$ cat src/rtl/fetch_decode_buffer_pkg.sv
// Shared fetch/decode constants: instruction width, the NOP filler word and the HALT encoding.
// Fetch, this buffer and decode all import these so the encodings stay in one place.
package fetch_decode_buffer_pkg;

  localparam int INSTR_W = 16;

  localparam logic [INSTR_W-1:0] NOP_INSTR  = 16'h0800;
  localparam logic [INSTR_W-1:0] HALT_INSTR = 16'h0000;

  function automatic logic is_halt(input logic [INSTR_W-1:0] instr);
    return instr == HALT_INSTR;
  endfunction

endpackage

$ cat src/rtl/fetch_decode_buffer_buf_entry.sv
// One buffer slot: a W-bit register holding {instr, pc_next}, loaded when we is high.
module fetch_decode_buffer_buf_entry #(
  parameter int W = 32
) (
  input  logic         clk,
  input  logic         rst,
  input  logic         we,
  input  logic [W-1:0] d,
  output logic [W-1:0] q
);

  // NOTE: storage does not need clearing, because id_valid masks it; the reset only gives lint and gate-level sim a known value.
  always_ff @(posedge clk or negedge rst) begin
    if (!rst) begin
      q <= '0;
    end else if (we) begin
      q <= d;
    end
  end

endmodule

$ cat src/rtl/fetch_decode_buffer.sv
// Small FIFO between fetch and decode, with a valid/ready decode handshake, a flush for redirects,
// and a HALT lockout that blocks fetch until the next flush.
module fetch_decode_buffer #(
  parameter int                DEPTH      = 2,
  parameter int                WIDTH      = fetch_decode_buffer_pkg::INSTR_W,
  parameter logic [WIDTH-1:0]  NOP_INSTR  = fetch_decode_buffer_pkg::NOP_INSTR,
  parameter logic [WIDTH-1:0]  HALT_INSTR = fetch_decode_buffer_pkg::HALT_INSTR
) (
  input  logic             clk,
  input  logic             rst,
  input  logic             if_valid,
  input  logic [WIDTH-1:0] if_instr,
  input  logic [WIDTH-1:0] if_pc_next,
  output logic             if_ready,
  output logic             id_valid,
  output logic [WIDTH-1:0] id_instr,
  output logic [WIDTH-1:0] id_pc_next,
  input  logic             id_ready,
  input  logic             flush,
  output logic             halt_pending
);

  localparam int                PTR_W    = $clog2(DEPTH);
  localparam logic [PTR_W:0]    FULL_CNT = (PTR_W + 1)'(DEPTH);

  logic [PTR_W-1:0]     wr_ptr;
  logic [PTR_W-1:0]     rd_ptr;
  logic [PTR_W:0]       count;
  logic                 push;
  logic                 pop;
  logic [2*WIDTH-1:0]   entry_q [DEPTH];
  logic [2*WIDTH-1:0]   head;

  // Handshake signals depend only on registered state, so decode stalls never reach fetch combinationally.
  assign if_ready = (count < FULL_CNT) && !halt_pending;
  assign id_valid = (count != '0);
  assign push     = if_valid && if_ready && !flush;
  assign pop      = id_valid && id_ready && !flush;

  for (genvar i = 0; i < DEPTH; i++) begin : g_entry
    fetch_decode_buffer_buf_entry #(.W(2 * WIDTH)) u_entry (
      .clk (clk),
      .rst (rst),
      .we  (push && (wr_ptr == PTR_W'(i))),
      .d   ({if_instr, if_pc_next}),
      .q   (entry_q[i])
    );
  end

  assign head = entry_q[rd_ptr];

  // NOTE: every output of a combinational block gets a default first, so no path can infer a latch.
  always_comb begin
    id_instr   = NOP_INSTR;
    id_pc_next = '0;
    if (id_valid) begin
      id_instr   = head[2*WIDTH-1:WIDTH];
      id_pc_next = head[WIDTH-1:0];
    end
  end

  // NOTE: sequential state uses non-blocking assignments so every register samples pre-edge values.
  always_ff @(posedge clk or negedge rst) begin
    if (!rst) begin
      wr_ptr       <= '0;
      rd_ptr       <= '0;
      count        <= '0;
      halt_pending <= 1'b0;
    end else if (flush) begin
      wr_ptr       <= '0;
      rd_ptr       <= '0;
      count        <= '0;
      halt_pending <= 1'b0;
    end else begin
      if (push) begin
        wr_ptr <= wr_ptr + 1'b1;
        if (if_instr == HALT_INSTR) begin
          halt_pending <= 1'b1;
        end
      end
      if (pop) begin
        rd_ptr <= rd_ptr + 1'b1;
      end
      case ({push, pop})
        2'b10:   count <= count + 1'b1;
        2'b01:   count <= count - 1'b1;
        default: count <= count;
      endcase
    end
  end

endmodule

$ cat config.mk
export PLATFORM = sky130hd
export DESIGN_NAME = fetch_decode_buffer
export DESIGN_NICKNAME = d
export VERILOG_FILES = /design/src/rtl/fetch_decode_buffer_pkg.sv /design/src/rtl/fetch_decode_buffer_buf_entry.sv /design/src/rtl/fetch_decode_buffer.sv
export SDC_FILE = /design/constraint.sdc
export NUM_CORES = 1
export LEC_CHECK = 0
export CORE_MARGIN = 5
export CORE_UTILIZATION = 43
export CTS_BUF_LIST = sky130_fd_sc_hd__clkbuf_8
export DETAILED_ROUTE_END_ITERATION = 6
export PLACE_DENSITY = 0.7
export RECOVER_POWER = 50
export SYNTH_ARGS = -nofsm -noshare
export SYNTH_HDL_FRONTEND = slang
export SYNTH_HIERARCHICAL = 1
export SYNTH_SLANG_ARGS = --single-unit
$ cat constraint.sdc
create_clock -name clk -period 3.8 [get_ports clk]
set_input_delay 0.95 -clock clk [delete_from_list [all_inputs] [get_ports clk]]
set_output_delay 0.95 -clock clk [all_outputs]
set_load 0.05 [all_outputs]
Yosys cells after proc, flatten, opt, wreduce, memory -nomap -nowiden:

Cells that the tools add are included.

* logic and storage cells: 46
* memory bits (read-only): 0
* memories kept: 0
* RAM bits: 0
* bits in latches: 0
* register bits: 69

* bitwise logic cells: 2
* equal/unequal tests: 2
* reduce and logical (&&, ||, !) cells: 16
* add/sub/neg operators: 4
* $lt $le $gt $ge: 2
* divide/modulo/power cells: 0
* muxes and demuxes: 14
* multipliers: 0
* shift operators: 0

Operator list (count)
* two-way mux 32 bit: 3
* two-way mux 16 bit: 2
* logical NOT 16 bit: 1
* nonzero test 2 bit: 4
* logical AND 1 bit: 7
* two-way mux 1 bit: 7
* case mux 2 bit (2 select lines): 1
* nonzero test 3 bit: 1
* adder 1 bit, second input constant: 2
* adder 2 x 1 -> 2 bit, second input constant: 1
* equality test 2 x 1 -> 1 bit, second input constant: 1
* equality test 2 bit, second input constant: 1
* >= comparator 2 bit, second input constant: 1
* logical NOT 1 bit: 2
* < comparator 2 bit, second input constant: 1
* two-way mux 2 bit: 1
* NOT 1 -> 2 bit: 1
* AND reduction 2 bit: 1
* subtractor 2 x 1 -> 2 bit, second input constant: 1
* NOT 1 bit: 1

Logic depth before layout (Yosys ltp):

Gate-level depths: netlist of run 1.

* word-level depth: 7
* mapped depth: 5
* gate-level depth less buffers: 3

By module:

The synthesis of run 1 kept the hierarchy.

By module, submodules not included
* fetch_decode_buffer_buf_entry: area an instance 1345.0 um2, times used 2, cells an instance 68, seq. area each 800.8 um2
* fetch_decode_buffer: area an instance 779.5 um2, times used 1, cells an instance 105, seq. area each 125.1 um2

Least setup slack after synthesis of run 1:

No wires, ideal clock.

* path kind: register -> output
* from: register rd_ptr
* to: output port id_instr[0]
* required time: 2850 ps
* slack: 1408 ps
* data arrival time: 1442 ps
* cell stages (with the launch flop): 5
* path through: dfrtp_1 > buf_2 > buf_4 > mux2i_1 > nor2_1

* word-level cells in the longest chain between the ends: 5

RTL lines
* from (decl): line fetch_decode_buffer.sv:27 `logic [PTR_W-1:0] rd_ptr;`
* from (signal assigned): line fetch_decode_buffer.sv:82 `rd_ptr <= rd_ptr + 1'b1;`
* NOT 1 -> 2 bit (implied by the code): line fetch_decode_buffer.sv:50 `assign head = entry_q[rd_ptr];`
* two-way mux 32 bit (implied by the code) (3 in series): line fetch_decode_buffer.sv:50
* two-way mux 16 bit: line fetch_decode_buffer.sv:56 `if (id_valid) begin`
* to (decl): line fetch_decode_buffer.sv:16 `output logic [WIDTH-1:0] id_instr,`

Every way passes these cells. The select of a mux whose other input is x is not followed.

Final worst setup path of run 1:

* from: register count[1]
* to: output port id_instr[9]

* word-level cells in the longest chain between the ends: 2

RTL lines
* from (decl): line fetch_decode_buffer.sv:28 `logic [PTR_W:0] count;`
* from (signal assigned): line fetch_decode_buffer.sv:85 `2'b10: count <= count + 1'b1;`
* from (signal assigned): line fetch_decode_buffer.sv:86 `2'b01: count <= count - 1'b1;`
* from (signal assigned): line fetch_decode_buffer.sv:87 `default: count <= count;`
* nonzero test 2 bit: line fetch_decode_buffer.sv:36 `assign id_valid = (count != '0);`
* two-way mux 16 bit: line fetch_decode_buffer.sv:56

Every way passes these cells.

==> results of run 1 <==
[worst reg2reg max path: cells and delay by family (launching register included)]
kind	cells	cell delay, ps
simple gates	2	700
buf+inv	1	680
flops	1	450
mux	1	410
[worst max path at each step]
stage	startpoint	end	slack [ps]	cells past startpoint
3_5_place_dp	count[1]	id_instr[9]	840	4
5_1_grt	rst	rd_ptr	300	2
3_3_place_gp	count[1]	id_instr[9]	880	4
6_report	count[1]	id_instr[9]	490	4
4_1_cts	count[1]	id_instr[9]	440	4
2_1_floorplan	rd_ptr	id_instr[0]	1410	4
[metal layers]
layer	part of all wire	routed length, um
met4	0.0058	42
met3	0.057	412
met1	0.45	3263
met5	0	0
met2	0.48	3497
[cell type report]
type                    count  area [sq um]  area share
multi-input cells         155          1525      0.3463
inverters                   1         3.754   0.0008523
flip-flops and latches     69          1728      0.3923
well taps                 102         127.6     0.02898
clock buffers              10         137.6     0.03125
repair buffers             80         773.2      0.1756
clock inverters             6         108.9     0.02472
[cell usage in the layout, fill, tap and decap left out, types with 2 or more instances in the layout]
cell type / Yosys / final
nor4_1: 4 / 4
mux2_1: 0 / 9
o21ai_0: 2 / 2
mux2_4: 60 / 51
clkbuf_1: 4 / 4
buf_4: 3 / 5
mux2_2: 4 / 4
nor3b_1: 3 / 2
clkbuf_8: 0 / 10
clkdlybuf4s50_1: 0 / 67
dlygate4sd3_1: 0 / 3
dfrtp_1: 69 / 68
bufinv_16: 0 / 3
nand2_1: 3 / 3
nor2_1: 35 / 34
clkinv_2: 0 / 2
mux2i_1: 32 / 32
[power breakdown]
group | switching (uW) | internal (uW) | leakage (uW)
Clock | 276 | 454 | 0.000127
Sequential | 117 | 936 | 0.000826
Combinational | 371 | 423 | 0.000903
Total | 764 | 1810 | 0.00186
[sequential cells by signal, summed over array words and instances (netlist names)]
name and cells:
count 2, g_entry.u_entry/q 64, wr_ptr 1, rd_ptr 1, halt_pending 1
[metrics by stage]
| stage | instances | worst slack [ps] | util | total power (uW) | instance area (sq um) |
|---|---|---|---|---|---|
| after CTS | 423 | 437.2 | 0.5710 | 2633 | 4458 |
| final | 423 | 487.8 | 0.5641 | 2578 | 4404 |
| after detailed placement | 407 | 841.1 | 0.5394 | 1886 | 4212 |
| after floorplan | 241 | 1408 | - | 1655 | 3470 |
| after global routing | 423 | 301.0 | 0.5641 | 2708 | 4404 |
| after global placement | 407 | 880.4 | 0.5394 | 1869 | 4212 |
[cells by family (layout without fill, tap and decap cells)]
| family | Yosys count | in the layout | synth area share |
|---|---|---|---|
| buf+inv | 17 | 97 | 0.05445 |
| simple gates | 51 | 51 | 0.06744 |
| mux | 96 | 96 | 0.3649 |
| flops | 69 | 69 | 0.4977 |
| xor+xnor | 2 | 2 | 0.005050 |
| compound gates | 6 | 6 | 0.01046 |
==> impl_metrics.yaml, run 1 <==
die:
  core_area_sq_um: 7807
  die_area_sq_um: 9965
  start_util: 0.4444
  dieHeight_um: 99.83
  rows: 32
  io_pins: 72
  chipWidth_um: 99.83
worst_setup_path:
  rr_startpoint: "count[1]"
  path_buf_inv: 2
  r2r_slack_ps: 1450
  path_max_fanout: 20
  cp.required_ps: 2850
  reg2regPathDepth: 4
  critPathTopFamily: "buffers and inverters"
  crit_chain: "nor2_2, buf_4, nor2_1, clkdlybuf4s50_1"
  cp-end-kind: "primary output"
  crit_arrival_ps: 2360
  worstSetupPathType: "reg -> out"
  cp_slowest_cell: "clkdlybuf4s50_1"
  rr_endpoint: "g_entry[0].u_entry/q[29]"
  cp_slowest_stage_delay_ps: 710
  cp-start-kind: "flip-flop"
synth:
  synth.ff_latch_count: 69
  synthesis.nets: 278
  synth.most_common_cell: "dfrtp_1"
  synth_commonest_cells: "dfrtp_1 (69), mux2_4 (60), nor2_1 (35)"
  syn-cell-area_sq_um: 3470
  yosys-top-cells-area: "dfrtp_1 (50%), mux2_4 (26%), mux2i_1 (9.2%)"
  synth_warnings: 6
  synthCells: 241
  synth-edff-count: 0
  synth-main-ff-cell: "dfrtp_1"
  yosysSeqAreaShare: 0.4977
  yosysTopAreaCell: "dfrtp_1"
  syn_avg_cell_area_sq_um: 14.40
  synthArstFlopShare: 1.000
  netlist.area_leader.share: 0.4977
  yosysUniqueCellTypes: 27
route:
  via_per_inst: 4.948
  vias: 2093
  drt_iter0_drc: 61
  drcViolationCount: 0
  routed_wl_um: 7215
  wire_per_inst_um: 17.06
  firstDrtPassIters: 4
  ant_nets: 0
grt:
  grt_max_degree: 51
  globalRouteOverflowTotal: 0
  antenna_found_initial: 0
  grt_busiest_layer: "met2"
  grt_pass1_wl_um: 11960
  grtUsageMet2: 0.2509
  grt_pass1_vias: 2325
  use_met1: 0.1913
  grt_use_met3: 0.05351
  grtUsageTotal: 0.1529
clock_tree:
  cts_resized: 0
  insertion_delay_ps: 340
  cts_buffers: 9
  ctsHoldBuffers: 0
  clockBufferDepth: 2
  path_clk_slew_ps: 70
  h-tree-depth: 3
  cts_tree: "done"
  clockRootBuffer: "clkbuf_8"
  cts_setup_buffers: 0
  clkSinkCount: 69
worst_hold_path:
  hold_path.class: "reg -> reg"
  hold_path_startpoint: "g_entry[0].u_entry/q[30]"
  hold_end: "g_entry[0].u_entry/q[30]"
  holdPathStages: 1
run:
  drv_cap: 1
placed_design:
  numPortBuffers: 71
  gp_congestion: 0.7753
  dp_hpwl_um: 4943
sta:
  hold_slack_ps: 491.4
  skew_ps: 8.800
  slew_viol_final: 51
  finalSetupTns_ps: 0
  rsz0062_at_grt: "false"
  setup_viol: 0
  finalCriticalPeriod_ps: 3312
  min_period_over_period: 0.8716
  slew_headroom: -0.7560
  worst_pin_slew_ps: 2634
  fmax_ghz: 0.3019
  hold_viol_final: 0
finish:
  syn_to_final_growth_pct: 26.94
  diodes: 0
  nets: 353
  fillers: 672
  drive_gt1_frac: 0.2492
power:
  ir_worst_vdd_mv: 0.3053
  powerDensity_nw_per_um2: 585.3
  power.leakage_uw: 0.001856
outcome:
  status: "finished with violations"
  violations: "capacitance limit, slew limit"
No activity file was read; power rests on OpenSTA's default activity.
==> inputs of run 2 (changes only) <==
--- a/config.mk
+++ b/config.mk
@@ -5,9 +5,9 @@
 export SDC_FILE = /design/constraint.sdc
 export NUM_CORES = 1
 export LEC_CHECK = 0
-export CORE_MARGIN = 5
 export CORE_UTILIZATION = 43
 export CTS_BUF_LIST = sky130_fd_sc_hd__clkbuf_8
+export CTS_CLUSTER_SIZE = 16
 export DETAILED_ROUTE_END_ITERATION = 6
 export PLACE_DENSITY = 0.7
 export RECOVER_POWER = 50
==> run 2 against run 1 <==
The run still ends with capacitance limit, slew limit left. Sequential power about the same. Die area down 15%. Cell area down 1.2%. Critical path depth unchanged. Clock-buffer cell count unchanged. Flip-flop and latch count unchanged. Critical endpoint is now id_pc_next[15]. Hold slack better by 0.62 ps. Total power down 5.3%. Via count up 0.57%. Highest routed layer unchanged. Maximum frequency up 4.2%. Non-clock buffer count down 1.
==> impl_metrics.yaml, run 2 (synthesis results as in run 1) <==
placed_design:
  dp_hpwl_um: 4501
  gp_congestion: 0.7125
  dp.cells: 406
  numPortBuffers: 71
die:
  core_area_sq_um: 7767
  rows: 32
  dieHeight_um: 91.83
  start_util: 0.4467
  chipWidth_um: 91.83
  die_area_sq_um: 8432
  io_pins: 72
route:
  via_per_inst: 4.988
  ant_nets: 0
  drcViolationCount: 0
  drt_iter0_drc: 67
  firstDrtPassIters: 6
  vias: 2105
  wire_per_inst_um: 16.10
  routed_wl_um: 6795
finish:
  largest_reg_flops: 64
  diodes: 0
  nets: 352
  final_cell_mix: "dfrtp_1 (68), clkdlybuf4s50_1 (67), mux2_4 (50)"
  layoutNonFillerInstCount: 422
  syn_to_final_growth_pct: 25.42
  largest_register: "g_entry.u_entry/q"
  drive_gt1_frac: 0.2531
  layout_commonest_cell: "dfrtp_1"
  fin_util: 0.5602
  reg.largest.list: "g_entry.u_entry/q x64, count x2"
worst_hold_path:
  holdPathStages: 1
  hold_path_startpoint: "g_entry[0].u_entry/q[21]"
  hold_end: "g_entry[0].u_entry/q[21]"
  hold_path.class: "reg -> reg"
sta:
  setup_viol: 0
  finalCriticalPeriod_ps: 3178
  finalSetupTns_ps: 0
  hold_viol_final: 0
  hold_slack_ps: 492.1
  fmax_ghz: 0.3147
  slew_viol_final: 70
  skew_ps: 11.24
  min_period_over_period: 0.8362
  rsz0062_at_grt: "false"
  worst_pin_slew_ps: 1705
  slew_headroom: -0.1364
clock_tree:
  path_clk_slew_ps: 70
  cts_buffers: 9
  cts_setup_buffers: 0
  h-tree-depth: 3
  cts_tree: "done"
  cts_resized: 0
  clkSinkCount: 69
  ctsHoldBuffers: 0
  clockRootBuffer: "clkbuf_8"
  insertion_delay_ps: 340
  clockBufferDepth: 2
outcome:
  status: "finished with violations"
  violations: "capacitance limit, slew limit"
worst_setup_path:
  path_max_fanout: 24
  crit_arrival_ps: 2230
  cp-start-kind: "flip-flop"
  cp-end-kind: "primary output"
  crit_start: "rd_ptr"
  rr_endpoint: "g_entry[0].u_entry/q[31]"
  worstSetupPathType: "reg -> out"
  cp.required_ps: 2850
  rr_startpoint: "count[1]"
  r2r_slack_ps: 1320
  reg2regPathDepth: 4
power:
  powerDensity_nw_per_um2: 561.0
  ir_worst_vdd_mv: 0.2121
  power.leakage_uw: 0.001833
  power_uw: 2441
grt:
  use_met1: 0.2415
  grt_busiest_layer: "met2"
  grt_use_met3: 0.05473
  grtUsageMet2: 0.2788
  grt_pass1_vias: 2360
  grtUsageTotal: 0.1799
  antenna_found_initial: 0
  grt_pass1_wl_um: 11650
  globalRouteOverflowTotal: 0
  grt_max_degree: 70
run:
  drv_cap: 1
run 2: changes by cell type in the layout (fill, tap and decap cells not counted), sizes merged:
| cell | delta |
|---|---|
| buf | +1 |
| clkinvlp | +1 |
| clkinv | +1 |
| bufinv | -2 |
| clkbuf | -2 |
run 2: how the worst max path moves through the flow:
| stage | to |
|---|---|
| 2_1_floorplan | id_instr[0] |
| 3_3_place_gp | g_entry[1].u_entry/q[29] |
| 6_report | id_pc_next[15] |
| 4_1_cts | id_instr[15] |
| 3_5_place_dp | g_entry[1].u_entry/q[29] |
| 5_1_grt | id_instr[15] |
run 2: critical path, cell delays in order (launching register included):
cell,delay [ps]
dfrtp_2,560
buf_12,260
mux2i_1,100
nor2_1,140
clkdlybuf4s50_1,830
run 2: metrics by stage:
stage,setup slack [ps],area [sq um]
6_report,622.3,4352
5_1_grt,514.2,4352
4_1_cts,587.1,4403
3_3_place_gp,854.5,4204
2_1_floorplan,1408,3470
3_5_place_dp,828.4,4204
run 2: where the power goes:
part / leakage (uW) / internal [uW] / switching, uW
clock network: 0.000102 / 320 / 276
logic: 0.000904 / 422 / 371
registers: 0.000826 / 936 / 117
total: 0.00183 / 1680 / 764
run 2: final cells by class:
cell class	instances	area, sq um
Clock inverter	6	61.31
Fill cell	681	3416
Multi-Input combinational cell	155	1521
Sequential cell	69	1728
Clock buffer	10	137.6
Inverter	1	3.754
Tap cell	102	127.6
Timing Repair Buffer	79	772.0
run 2: routing by layer:
| metal | part of all wire | vias to the layer above | routed length [um] |
|---|---|---|---|
| met4 | 0.012 | 0 | 80 |
| met1 | 0.47 | 1052 | 3220 |
| met2 | 0.47 | 56 | 3207 |
| met3 | 0.042 | 6 | 287 |
| met5 | 0 | - | 0 |
| li1 | - | 991 | - |
==> inputs of run 3 (changes only) <==
==> constraint.sdc (replaced) <==
create_clock -name clk -period 3.3 [get_ports clk]
set_input_delay 0.825 -clock clk [delete_from_list [all_inputs] [get_ports clk]]
set_output_delay 0.825 -clock clk [all_outputs]
set_load 0.05 [all_outputs]
==> run 3 against run 2 <==
The flow still finishes with violations (capacitance limit, slew limit). Final cell count is 0.47% lower. Die area stayed put. First-iteration DRC count is 36% higher. Sequential share of layout area is 0.16 points higher. Total power is 14% higher. Clock-buffer cell count is 1 lower. Non-clock buffer count is 2 lower. Largest cell class unchanged.
==> impl_metrics.yaml, run 3 (synthesis results as in run 1) <==
finish:
  fillers: 654
  reg.largest.list: "g_entry.u_entry/q x64, count x2"
  largest_register: "g_entry.u_entry/q"
  layout_commonest_cell: "dfrtp_1"
  largest_reg_flops: 64
  syn_to_final_growth_pct: 24.92
  diodes: 0
  nets: 350
  final_cell_mix: "dfrtp_1 (68), clkdlybuf4s50_1 (67), mux2_4 (50)"
  drive_gt1_frac: 0.2484
clock_tree:
  cts_tree: "done"
  clockRootBuffer: "clkbuf_8"
  clkSinkCount: 69
  insertion_delay_ps: 340
  h-tree-depth: 3
  cts_setup_buffers: 0
  clockBufferDepth: 2
  path_clk_slew_ps: 70
  cts_buffers: 9
  cts_resized: 0
  ctsHoldBuffers: 0
power:
  powerDensity_nw_per_um2: 639.7
  power.leakage_uw: 0.001818
  ir_worst_vdd_mv: 0.2475
  power_uw: 2773
route:
  firstDrtPassIters: 5
  drt_iter0_drc: 91
  ant_nets: 0
  wire_per_inst_um: 15.87
  drcViolationCount: 0
  vias: 2104
  routed_wl_um: 6664
  via_per_inst: 5.010
sta:
  finalCriticalPeriod_ps: 3054
  slew_viol_final: 32
  skew_ps: 7.542
  worst_pin_slew_ps: 1618
  fmax_ghz: 0.3274
  slew_headroom: -0.07887
  min_period_over_period: 0.9256
  hold_viol_final: 0
  rsz0062_at_grt: "false"
  setup_viol: 0
  finalSetupTns_ps: 0
worst_setup_path:
  cp-end-kind: "primary output"
  worstSetupPathType: "reg -> out"
  cp-start-kind: "flip-flop"
  crit_arrival_ps: 2230
  path_max_fanout: 32
  cp.required_ps: 2470
placed_design:
  dp_hpwl_um: 4358
  gp_congestion: 0.7009
  numPortBuffers: 71
grt:
  grt_max_degree: 40
  globalRouteOverflowTotal: 0
  antenna_found_initial: 0
  grt_pass1_wl_um: 11460
  grtUsageTotal: 0.1760
  grt_pass1_vias: 2236
outcome:
  violations: "capacitance limit, slew limit"
  status: "finished with violations"
worst_hold_path:
  hold_path.class: "reg -> reg"
die:
  start_util: 0.4467
  dieHeight_um: 91.83
  chipWidth_um: 91.83
  io_pins: 72
  die_area_sq_um: 8432
  core_area_sq_um: 7767
  rows: 32
run:
  drv_cap: 1
[run 3: cell type report]
cell class / count / area (sq um) / area share
Tap cell: 102 / 127.6 / 0.02945
Inverter: 1 / 3.754 / 0.0008661
Timing Repair Buffer: 77 / 757.0 / 0.1747
Sequential cell: 69 / 1728 / 0.3987
Multi-Input combinational cell: 155 / 1526 / 0.3522
Clock buffer: 9 / 123.9 / 0.02858
Clock inverter: 7 / 67.56 / 0.01559
[run 3: per-stage QoR]
stage / hold WS (ps) / setup slack, ps / area [sq um] / utilization / std cells
floorplan: 479.9 / 1033 / 3470 / - / 241
global placement: 488.5 / 537.2 / 4214 / 0.5425 / 404
detailed placement: 492.2 / 484.1 / 4214 / 0.5425 / 404
CTS: 514.7 / 203.0 / 4405 / 0.5672 / 420
global route: 503.6 / 123.4 / 4334 / 0.5580 / 420
finish: 491.1 / 245.5 / 4334 / 0.5580 / 420
[run 3: power by group]
part / leakage, uW / internal [uW] / switching [uW]
Combinational: 0.000896 / 484 / 428
Clock: 0.0000964 / 344 / 308
Sequential: 0.000826 / 1080 / 130
Total: 0.00182 / 1910 / 867
[run 3: critical path, stage by stage (launching register included)]
cell	delay, ps
dfrtp_1	460
nor2_2	110
buf_4	360
inv_1	100
nand2_1	70
clkdlybuf4s50_1	790
[run 3: final timing paths]
| check | start | end | slack (ps) | cells past startpoint |
|---|---|---|---|---|
| min | g_entry[0].u_entry/q[6] | g_entry[0].u_entry/q[6] | 490 | 1 |
| min in group asynchronous | rst | g_entry[0].u_entry/q[13] | 880 | 1 |
| max | count[1] | id_instr[11] | 250 | 5 |
| min reg2reg | g_entry[0].u_entry/q[6] | g_entry[0].u_entry/q[6] | 490 | 1 |
| max in group asynchronous | rst | g_entry[1].u_entry/q[7] | 740 | 2 |
| max reg2reg | count[1] | g_entry[0].u_entry/q[29] | 840 | 4 |
[run 3: layer usage]
metal / wire [um] / part of all wire / up-vias / global-route usage
met1: 3190 / 0.48 / 1058 / 0.2415
met5: 0 / 0 / - / 0
met4: 71 / 0.011 / 0 / 0.06250
met2: 3131 / 0.47 / 56 / 0.2719
li1: - / - / 982 / -
met3: 271 / 0.041 / 8 / 0.04312
